### src/rtl/glcd_bus_ctrl.sv
// glcd_bus_ctrl: write-only bus sequencer for a 128x64 dual-controller graphic LCD.
// Define GLCD_STARTLINE_EN to add the scroll_line input and display start-line commands.
module glcd_bus_ctrl #(
    parameter int PWRUP_CYC  = 1024,
    parameter int SETUP_CYC  = 8,
    parameter int E_HIGH_CYC = 32,
    parameter int E_LOW_CYC  = 32
) (
    input  logic       clk,
    input  logic       rst,
`ifdef GLCD_STARTLINE_EN
    input  logic [5:0] scroll_line,
`endif
    input  logic       wr_valid,
    output logic       wr_ready,
    input  logic [2:0] wr_page,
    input  logic [6:0] wr_col,
    input  logic [7:0] wr_data,
    output logic       init_done,
    output logic       lcd_rst,
    output logic       lcd_e,
    output logic       lcd_rs,
    output logic       lcd_rw,
    output logic       cs1,
    output logic       cs2,
    output logic [7:0] lcd_data
);
    localparam int T_CYC   = SETUP_CYC + E_HIGH_CYC + E_LOW_CYC;
    localparam int CNT_MAX = (PWRUP_CYC > T_CYC) ? PWRUP_CYC : T_CYC;
    localparam int CW      = $clog2(CNT_MAX);
    localparam logic [CW-1:0] CNT_PWR_LAST = CW'(PWRUP_CYC - 1);
    localparam logic [CW-1:0] CNT_BUS_LAST = CW'(T_CYC - 1);
    localparam logic [CW-1:0] E_RISE       = CW'(SETUP_CYC);
    localparam logic [CW-1:0] E_FALL       = CW'(SETUP_CYC + E_HIGH_CYC);

    typedef enum logic [2:0] {
        S_PWRUP, S_DISP_ON, S_START, S_IDLE, S_SET_PAGE, S_SET_COL, S_DATA
    } state_t;

    state_t          state, state_n;
    logic [CW-1:0]   cnt, cnt_n;
    logic            bus_done, accept, line_change;
    logic            req_half;
    logic [2:0]      req_page;
    logic [5:0]      req_y;
    logic [7:0]      req_data;
    logic [1:0]      addr_valid;
    logic [2:0]      trk_page [2];
    logic [5:0]      trk_col  [2];
    logic            in_half, need_page_in, need_col_in, need_col_req;
    logic            half_n;
    logic [2:0]      page_n;
    logic [5:0]      y_n;
    logic [7:0]      wdata_n;
    logic            e_n, rs_n, cs1_n, cs2_n;
    logic [7:0]      data_n;

`ifdef GLCD_STARTLINE_EN
    logic [5:0] sent_line, line_n;
    assign line_change = (scroll_line != sent_line);
    assign line_n      = (state == S_IDLE && line_change) ? scroll_line : sent_line;
`else
    assign line_change = 1'b0;
`endif

    // Handshake: a request transfers on any cycle where wr_valid && wr_ready; wr_ready is
    // high only in IDLE after init and with no start-line update pending, and the
    // request fields are captured on that same edge. Unaccepted requests are dropped.
    assign wr_ready = (state == S_IDLE) && init_done && !line_change;
    assign accept   = wr_valid && wr_ready;
    assign lcd_rw   = 1'b0;
    assign bus_done = (cnt == CNT_BUS_LAST);

    assign in_half      = wr_col[6];
    assign need_page_in = !addr_valid[in_half] || (trk_page[in_half] != wr_page);
    assign need_col_in  = !addr_valid[in_half] || (trk_col[in_half] != wr_col[5:0]);
    assign need_col_req = !addr_valid[req_half] || (trk_col[req_half] != req_y);

    always_comb begin
        state_n = state;
        cnt_n   = cnt + 1'b1;
        case (state)
            S_PWRUP: if (cnt == CNT_PWR_LAST) begin
                state_n = S_DISP_ON;
                cnt_n   = '0;
            end
            S_DISP_ON: if (bus_done) begin
`ifdef GLCD_STARTLINE_EN
                state_n = S_START;
`else
                state_n = S_IDLE;
`endif
                cnt_n   = '0;
            end
            S_START: if (bus_done) begin
                state_n = S_IDLE;
                cnt_n   = '0;
            end
            S_IDLE: begin
                cnt_n = '0;
                if (line_change && init_done) begin
                    state_n = S_START;
                end else if (accept) begin
                    state_n = need_page_in ? S_SET_PAGE : (need_col_in ? S_SET_COL : S_DATA);
                end
            end
            S_SET_PAGE: if (bus_done) begin
                state_n = need_col_req ? S_SET_COL : S_DATA;
                cnt_n   = '0;
            end
            S_SET_COL: if (bus_done) begin
                state_n = S_DATA;
                cnt_n   = '0;
            end
            S_DATA: if (bus_done) begin
                state_n = S_IDLE;
                cnt_n   = '0;
            end
            default: begin
                state_n = S_PWRUP;
                cnt_n   = '0;
            end
        endcase
    end

    // Bus pins are registered from the next state so they change cleanly on clock edges.
    assign half_n  = accept ? wr_col[6]   : req_half;
    assign page_n  = accept ? wr_page     : req_page;
    assign y_n     = accept ? wr_col[5:0] : req_y;
    assign wdata_n = accept ? wr_data     : req_data;

    always_comb begin
        cs1_n  = 1'b0;
        cs2_n  = 1'b0;
        rs_n   = 1'b0;
        data_n = 8'h00;
        e_n    = (state_n inside {S_DISP_ON, S_START, S_SET_PAGE, S_SET_COL, S_DATA})
                 && (cnt_n >= E_RISE) && (cnt_n < E_FALL);
        case (state_n)
            S_DISP_ON: begin
                cs1_n  = 1'b1;
                cs2_n  = 1'b1;
                data_n = 8'h3F;
            end
`ifdef GLCD_STARTLINE_EN
            S_START: begin
                cs1_n  = 1'b1;
                cs2_n  = 1'b1;
                data_n = {2'b11, line_n};
            end
`endif
            S_SET_PAGE: begin
                cs1_n  = !half_n;
                cs2_n  = half_n;
                data_n = {5'b10111, page_n};
            end
            S_SET_COL: begin
                cs1_n  = !half_n;
                cs2_n  = half_n;
                data_n = {2'b01, y_n};
            end
            S_DATA: begin
                cs1_n  = !half_n;
                cs2_n  = half_n;
                rs_n   = 1'b1;
                data_n = wdata_n;
            end
            default: ;
        endcase
    end

    always_ff @(posedge clk or posedge rst) begin
        if (rst) begin
            state       <= S_PWRUP;
            cnt         <= '0;
            req_half    <= 1'b0;
            req_page    <= '0;
            req_y       <= '0;
            req_data    <= '0;
            addr_valid  <= '0;
            trk_page[0] <= '0;
            trk_page[1] <= '0;
            trk_col[0]  <= '0;
            trk_col[1]  <= '0;
            init_done   <= 1'b0;
            lcd_rst     <= 1'b0;
            lcd_e       <= 1'b0;
            lcd_rs      <= 1'b0;
            cs1         <= 1'b0;
            cs2         <= 1'b0;
            lcd_data    <= '0;
`ifdef GLCD_STARTLINE_EN
            sent_line   <= '0;
`endif
        end else begin
            state    <= state_n;
            cnt      <= cnt_n;
            lcd_e    <= e_n;
            lcd_rs   <= rs_n;
            cs1      <= cs1_n;
            cs2      <= cs2_n;
            lcd_data <= data_n;
            if (accept) begin
                req_half <= wr_col[6];
                req_page <= wr_page;
                req_y    <= wr_col[5:0];
                req_data <= wr_data;
            end
            if (state == S_PWRUP && state_n == S_DISP_ON)
                lcd_rst <= 1'b1;
            if (state == S_DISP_ON && bus_done)
                init_done <= 1'b1;
            // Panel column counter auto-increments and wraps within its 64-column half.
            if (state == S_DATA && bus_done) begin
                trk_page[req_half]   <= req_page;
                trk_col[req_half]    <= req_y + 6'd1;
                addr_valid[req_half] <= 1'b1;
            end
`ifdef GLCD_STARTLINE_EN
            if (state == S_IDLE && line_change && init_done)
                sent_line <= scroll_line;
`endif
        end
    end
endmodule

### config.mk
export PLATFORM = sky130hd
export DESIGN_NAME = glcd_bus_ctrl
export DESIGN_NICKNAME = d
export VERILOG_FILES = /design/src/rtl/glcd_bus_ctrl.sv
export SDC_FILE = /design/constraint.sdc
export NUM_CORES = 1
export LEC_CHECK = 0
export CAP_MARGIN = 20
export CORE_UTILIZATION = 50
export DETAILED_ROUTE_END_ITERATION = 16
export PLACE_DENSITY = 0.73
export SLEW_MARGIN = 0
export SYNTH_ARGS = -nofsm -noshare
export SYNTH_HDL_FRONTEND = slang
export SYNTH_SLANG_ARGS = --single-unit
### constraint.sdc
create_clock -name clk -period 2.39 [get_ports clk]
set_clock_uncertainty 0.1 [all_clocks]
set_input_delay 0.717 -clock clk [delete_from_list [all_inputs] [get_ports clk]]
set_output_delay 0.717 -clock clk [all_outputs]
set_load 0.05 [all_outputs]
==> flow_summary_export.csv <==
group,metric,value,unit
run,max-cap-violations,0,
logic_synthesis,synth_flop_cell,"dfrtp_1",
logic_synthesis,ys_seq_elements,65,
pwr,power.share.clock,0.447,
global_route,grt-ovfl-total,0,
critical_path,worst_setup_path_start_kind,"input port",
drt,firstDrtPassIters,4,
sta,fin_crit,2370,ps
floorplan,fp.dieH,82.6,µm
cts,clk_latency,350,ps
sta,max_freq,0.422,GHz
sta,setup_violations,0,
logic_synthesis,netlist_area,3250,µm²
pwr,max-vdd-ir-drop,0.415,mV
pwr,p_per_area,505,nW/µm²
drt,route.detailed.drc,0,
logic_synthesis,synth_top_family_by_area,"simple AND/OR/NAND/NOR gates",
global_route,grt_use_total,0.242,
critical_path,arrival,2550,ps
critical_path,crit_path_end_kind,"flip-flop",
placed_design,place_congestion,0.816,
drt,wire_per_inst,16.5,µm
logic_synthesis,synthCells,315,
final_layout,fillers,482,
global_route,grt_pass1_vias,2385,
floorplan,coreArea,6310,µm²
logic_synthesis,synth-xor-area-share,0.0835,
placed_design,port_buffers,35,
critical_path,crit_start,"wr_col[6]",
final_layout,drive_gt1_frac,0.232,
pwr,p_sw_frac,0.221,
pwr,p_switching,481,µW
drt,totalWireLength,7600,µm
floorplan,die-area,6830,µm²
cts,htreeDepth,3,
final_layout,syn2layout_area_growth,32.4,%
logic_synthesis,synth-edff-count,0,
floorplan,floorplan.initialDensity,0.515,
logic_synthesis,synth_compound_area_frac,0.108,
logic_synthesis,syn_area_per_cell,10.3,µm²
cts,cts_tree,"yes",
sta,period_share,0.992,
logic_synthesis,synth-simple-area-share,0.170,
critical_path,crit_required,2570,ps
cts,root_buffer,"clkbuf_8",
drt,ant_nets,0,
logic_synthesis,synth-seq-area-share,0.500,
floorplan,chipWidth,82.6,µm
logic_synthesis,synth_fa_ha_area_frac,0.00770,
final_layout,diodes,0,
cts,clock_path_buffers,2,
global_route,grt_pass1_wl,11800,µm
critical_path,worstReg2RegStart,"req_half",
hold_path,hold_class,"reg -> reg",
pwr,comb_power_share,0.047,
floorplan,rows,29,
cts,cts.hold.buffers_added,0,
pwr,p_int,1.69,mW
logic_synthesis,synthArstFlopShare,1.00,
global_route,grt_antenna_before_repair,0,
drt,drt_iter0_markers,133,
pwr,power_frac_seq,0.506,
placed_design,place_area,3880,µm²
critical_path,critPathKind,"in -> reg",
cts,clock_sinks,65,
final_layout,nets,401,
sta,fin_setup_tns,0,ps
cts,clk_pin_slew,70,ps
cts,cts_buffers,9,
pwr,p_leak,2.11,nW
logic_synthesis,yosysWarnings,0,
outcome,outcome,"finished clean",
sta,finalHoldViolCount,0,
sta,tightestPinTransition,508,ps
drt,vias_per_cell,5.48,
logic_synthesis,synth_cell_types,51,
hold_path,hp-start,"cnt[0]",
logic_synthesis,synthMuxAreaShare,0.0924,
placed_design,hpwl,4920,µm
final_layout,design_area,4300,µm²
logic_synthesis,synth_nets,338,
drt,routed-via-count,2520,
sta,slew_headroom,0.660,
sta,maxSlewViolCount,0,
floorplan,pin_count,37,
global_route,grt_max_degree,66,
critical_path,crit_path_max_fanout,6,
## sequential cells by signal, indices dropped and copies added, names as in the netlist, 2 cells and up
name        flops
req_y           6
req_data        8
state           3
req_page        3
addr_valid      2
trk_page        6
trk_col        12
cnt            10
lcd_data        8
## critical path: stages
cell,delay [ps]
buf_12,90
buf_12,110
mux2i_1,200
xor2_1,250
or3b_4,440
o21bai_4,180
o211a_4,200
buf_6,130
nand3b_1,120
o211ai_2,100
## placed cells by master, fill, tap and decap left out, drive strengths merged, types with 6 or more instances in the layout
master,Yosys,layout
mux2,8,8
nor3,6,6
o21ai,8,8
dfrtp,65,65
nor2,25,25
nand2,42,42
xor2,26,26
buf,8,31
clkbuf,4,12
inv,14,13
a21oi,10,10
mux2i,21,21
o211ai,7,7
clkdlybuf4s50,0,25
nand3,12,12
## power groups by stage
stage	clock network (mW)	logic (mW)	registers, mW
after floorplan	0	0.0377	1.12
after global placement	0	0.0909	1.12
after detailed placement	0	0.0918	1.12
after CTS	0.983	0.0985	1.10
after global routing	1.03	0.111	1.10
final	0.970	0.102	1.10
## layout make-up
type	instances	area [µm²]	share of cell area
multi-input cells	224	1660	0.385
well taps	77	96.3	0.0224
flip-flops and latches	65	1630	0.378
clock inverters	4	51.3	0.0119
inverters	14	56.3	0.0131
repair buffers	64	658	0.153
clock buffers	12	155	0.0361
## cells in the mapped netlist (2+ instances only)
cell type / instances / area share
a21o_1: 3 / 0.0069
a21oi_1: 10 / 0.015
a2bb2oi_1: 3 / 0.0081
a31oi_1: 2 / 0.0038
and2_1: 3 / 0.0058
and3_1: 4 / 0.0077
buf_1: 2 / 0.0023
buf_2: 3 / 0.0046
buf_6: 2 / 0.0069
clkbuf_1: 4 / 0.0046
dfrtp_1: 65 / 0.50
ha_1: 2 / 0.0077
inv_1: 14 / 0.016
mux2_2: 8 / 0.028
mux2i_1: 21 / 0.065
nand2_1: 41 / 0.047
nand2b_1: 5 / 0.0096
nand3_1: 12 / 0.018
nand3b_1: 4 / 0.0092
nand4_1: 2 / 0.0038
nor2_1: 25 / 0.029
nor3_1: 5 / 0.0077
nor4_1: 2 / 0.0038
o211ai_1: 4 / 0.0092
o211ai_2: 3 / 0.012
o21ai_0: 8 / 0.012
o221ai_1: 3 / 0.0081
o22ai_1: 3 / 0.0058
xnor2_1: 5 / 0.013
xor2_1: 26 / 0.070
## routing by layer
| layer | global-route usage | part of all wire | up-vias |
|---|---|---|---|
| met3 | 0.0484 | 0.044 | 19 |
| met4 | 0.117 | 0.030 | 0 |
| met1 | 0.323 | 0.46 | 1219 |
| met5 | 0 | 0 | - |
| li1 | - | - | 1212 |
| met2 | 0.377 | 0.47 | 70 |
## worst paths after layout
check	end	cells after the start	slack (ps)
max	lcd_data[0]	10	20
min	cnt[0]	1	360
max reg2reg	lcd_data[5]	8	110
min reg2reg	cnt[0]	1	360
max in group asynchronous	init_done	3	1180
min in group asynchronous	cnt[5]	3	680
## timing repair
action	4_1_cts	5_1_grt
gates resized for setup	23	21
endpoints found under the hold margin	0	0
pin swaps	11	12
buffers inserted	1	1
cloned	1	0
setup endpoints to repair	13	12
## kinds of logic (layout without fill, tap and decap cells)
family                     Yosys count  count (layout)
AOI/OAI and AO/OA                   48              48
xor gates and xnor gates            31              31
adders and majority gates            2               2
buffers and inverters               26              94
DFF                                 65              65
muxes                               29              29
other                                1               1
and+or+nand+nor                    113             113
## through the flow
stage	instances	hold WS [ps]	setup WS (ps)	power [mW]	utilization
after CTS	459	360	22.3	2.18	0.664
final	460	359	19.1	2.17	0.682
after floorplan	315	325	-58.8	1.16	-
after global placement	441	343	-727	1.21	0.615
after global routing	460	382	-55.7	2.24	0.682
after detailed placement	441	345	-787	1.21	0.615
No activity file was read; power rests on OpenSTA's default activity.
==> RTL change: new RTL, config.mk and constraints unchanged <==
Set the parameter `E_HIGH_CYC` to 16 (it was 32).
--- a/src/rtl/glcd_bus_ctrl.sv
+++ b/src/rtl/glcd_bus_ctrl.sv
@@ -5,3 +5,3 @@
     parameter int SETUP_CYC  = 8,
-    parameter int E_HIGH_CYC = 32,
+    parameter int E_HIGH_CYC = 16,
     parameter int E_LOW_CYC  = 32
Function: no difference found for any inputs over 10 cycles, from zero or initial values and one cycle with rst high; that may be too few to reach the edited logic, so the function may still have changed.
==> RTL change against the original RTL <==
The flow now finishes with violations (negative setup slack); non-clock buffer count is 21 higher; sequential power hardly changed; synthesized area is 0.58% higher; total power is 3.7% higher; sequential cell count stayed put; hold slack better by 0.020 ns; worst setup slack worse by 0.14 ns; synthesized cell count is 1.3% lower; final cell count is 2.4% higher; register-to-register slack worse by 0.23 ns; wire length is 1.6% higher; final area is 3.6% higher; highest routed layer unchanged.
==> RTL change: results <==
export IMPL_syn_nets=334
export IMPL_critPathCapture="cs1"
export IMPL_globalRouteMet2Util_pct=37.70
export IMPL_non_clock_inverter_count=9
export IMPL_synth_area_leaders="dfrtp_1 (50%), mux2i_1 (7.7%), xnor2_1 (5.6%)"
export IMPL_whs_ns=0.3785
export IMPL_peakVddDrop_mv=0.5275
export IMPL_wl_per_cell_um=16.39
export IMPL_powerClk_mw=1.05
export IMPL_whs_path_depth=2
export IMPL_synthTopCellsByCount="dfrtp_1 (65), nand2_1 (41), mux2i_1 (25)"
export IMPL_power_frac_clock_pct=46.6
export IMPL_r2r_cells=7
export IMPL_arrival_ns=2.68
export IMPL_nMultiInputCombCells=219
export IMPL_critPathLaunchType="flip-flop"
export IMPL_final_setup_tns_ns=-0.7982
export IMPL_power_leakage_nw=2.115
export IMPL_met1Wirelength_um=3510
export IMPL_grtUsageMet1_pct=30.90
export IMPL_grt_util_all_layers_pct=23.88
export IMPL_fin_nets=412
export IMPL_wirelength_um=7720
export IMPL_wl_met2_um=3663
export IMPL_violations="negative setup slack"
export IMPL_buf_share_pct=17.55
export IMPL_seqPwrFrac_pct=48.8
export IMPL_route_met3_wl_um=326
export IMPL_grt_pass1_wl_um=12700
export IMPL_clkbuf_count=10
export IMPL_status="finished with violations"
export IMPL_yosysUniqueCellTypes=55
export IMPL_dp_cells=448
export IMPL_placed_area_sq_mm=0.003993
export IMPL_netlist_area_sq_mm=0.003269
export IMPL_yosysSeqAreaShare_pct=49.75
export IMPL_path_max_fanout=7
export IMPL_clock_area_share_pct=4.913
export IMPL_drtIter0Drc=173
export IMPL_fin_ws_ns=-0.1239
export IMPL_slowest_delay_ns=0.50
export IMPL_sh_seq_area_pct=36.52
export IMPL_cpLargestDelayFamily="compound AO/OA/AOI/OAI gates"
export IMPL_setup_violations=11
export IMPL_dp_worst_setup_slack_ns=-1.010
export IMPL_min_delay_worst_endpoint="req_data[7]"
export IMPL_fillers=465
-- RTL change: cell types whose count changed after synthesis, moves of 4 or more --
cell,unedited run,this run
o211ai_1,4,0
nor2b_1,1,5
o2bb2ai_1,0,6
mux2i_1,21,25
inv_1,14,9
clkbuf_1,4,10
nor2_1,25,16
xnor2_1,5,21
o21ai_0,8,12
xor2_1,26,9
-- RTL change: timing repair --
item | CTS | global route
setup buffers | 5 | 4
gates resized for setup | 33 | 24
cloned | 1 | 0
pin swaps | 12 | 8
endpoints found under the setup margin | 13 | 14
-- RTL change: cell families (layout without fill, tap and decap cells) --
group	after synthesis	count (layout)	synth area share [%]
DFF	65	65	49.75
muxes	36	36	11.44
AOI/OAI and AO/OA	47	47	9.874
other	1	1	0.1147
adders and majority gates	2	2	0.7653
xor gates and xnor gates	30	30	8.037
and+or+nand+nor	102	103	16.04
buffers and inverters	28	110	3.980
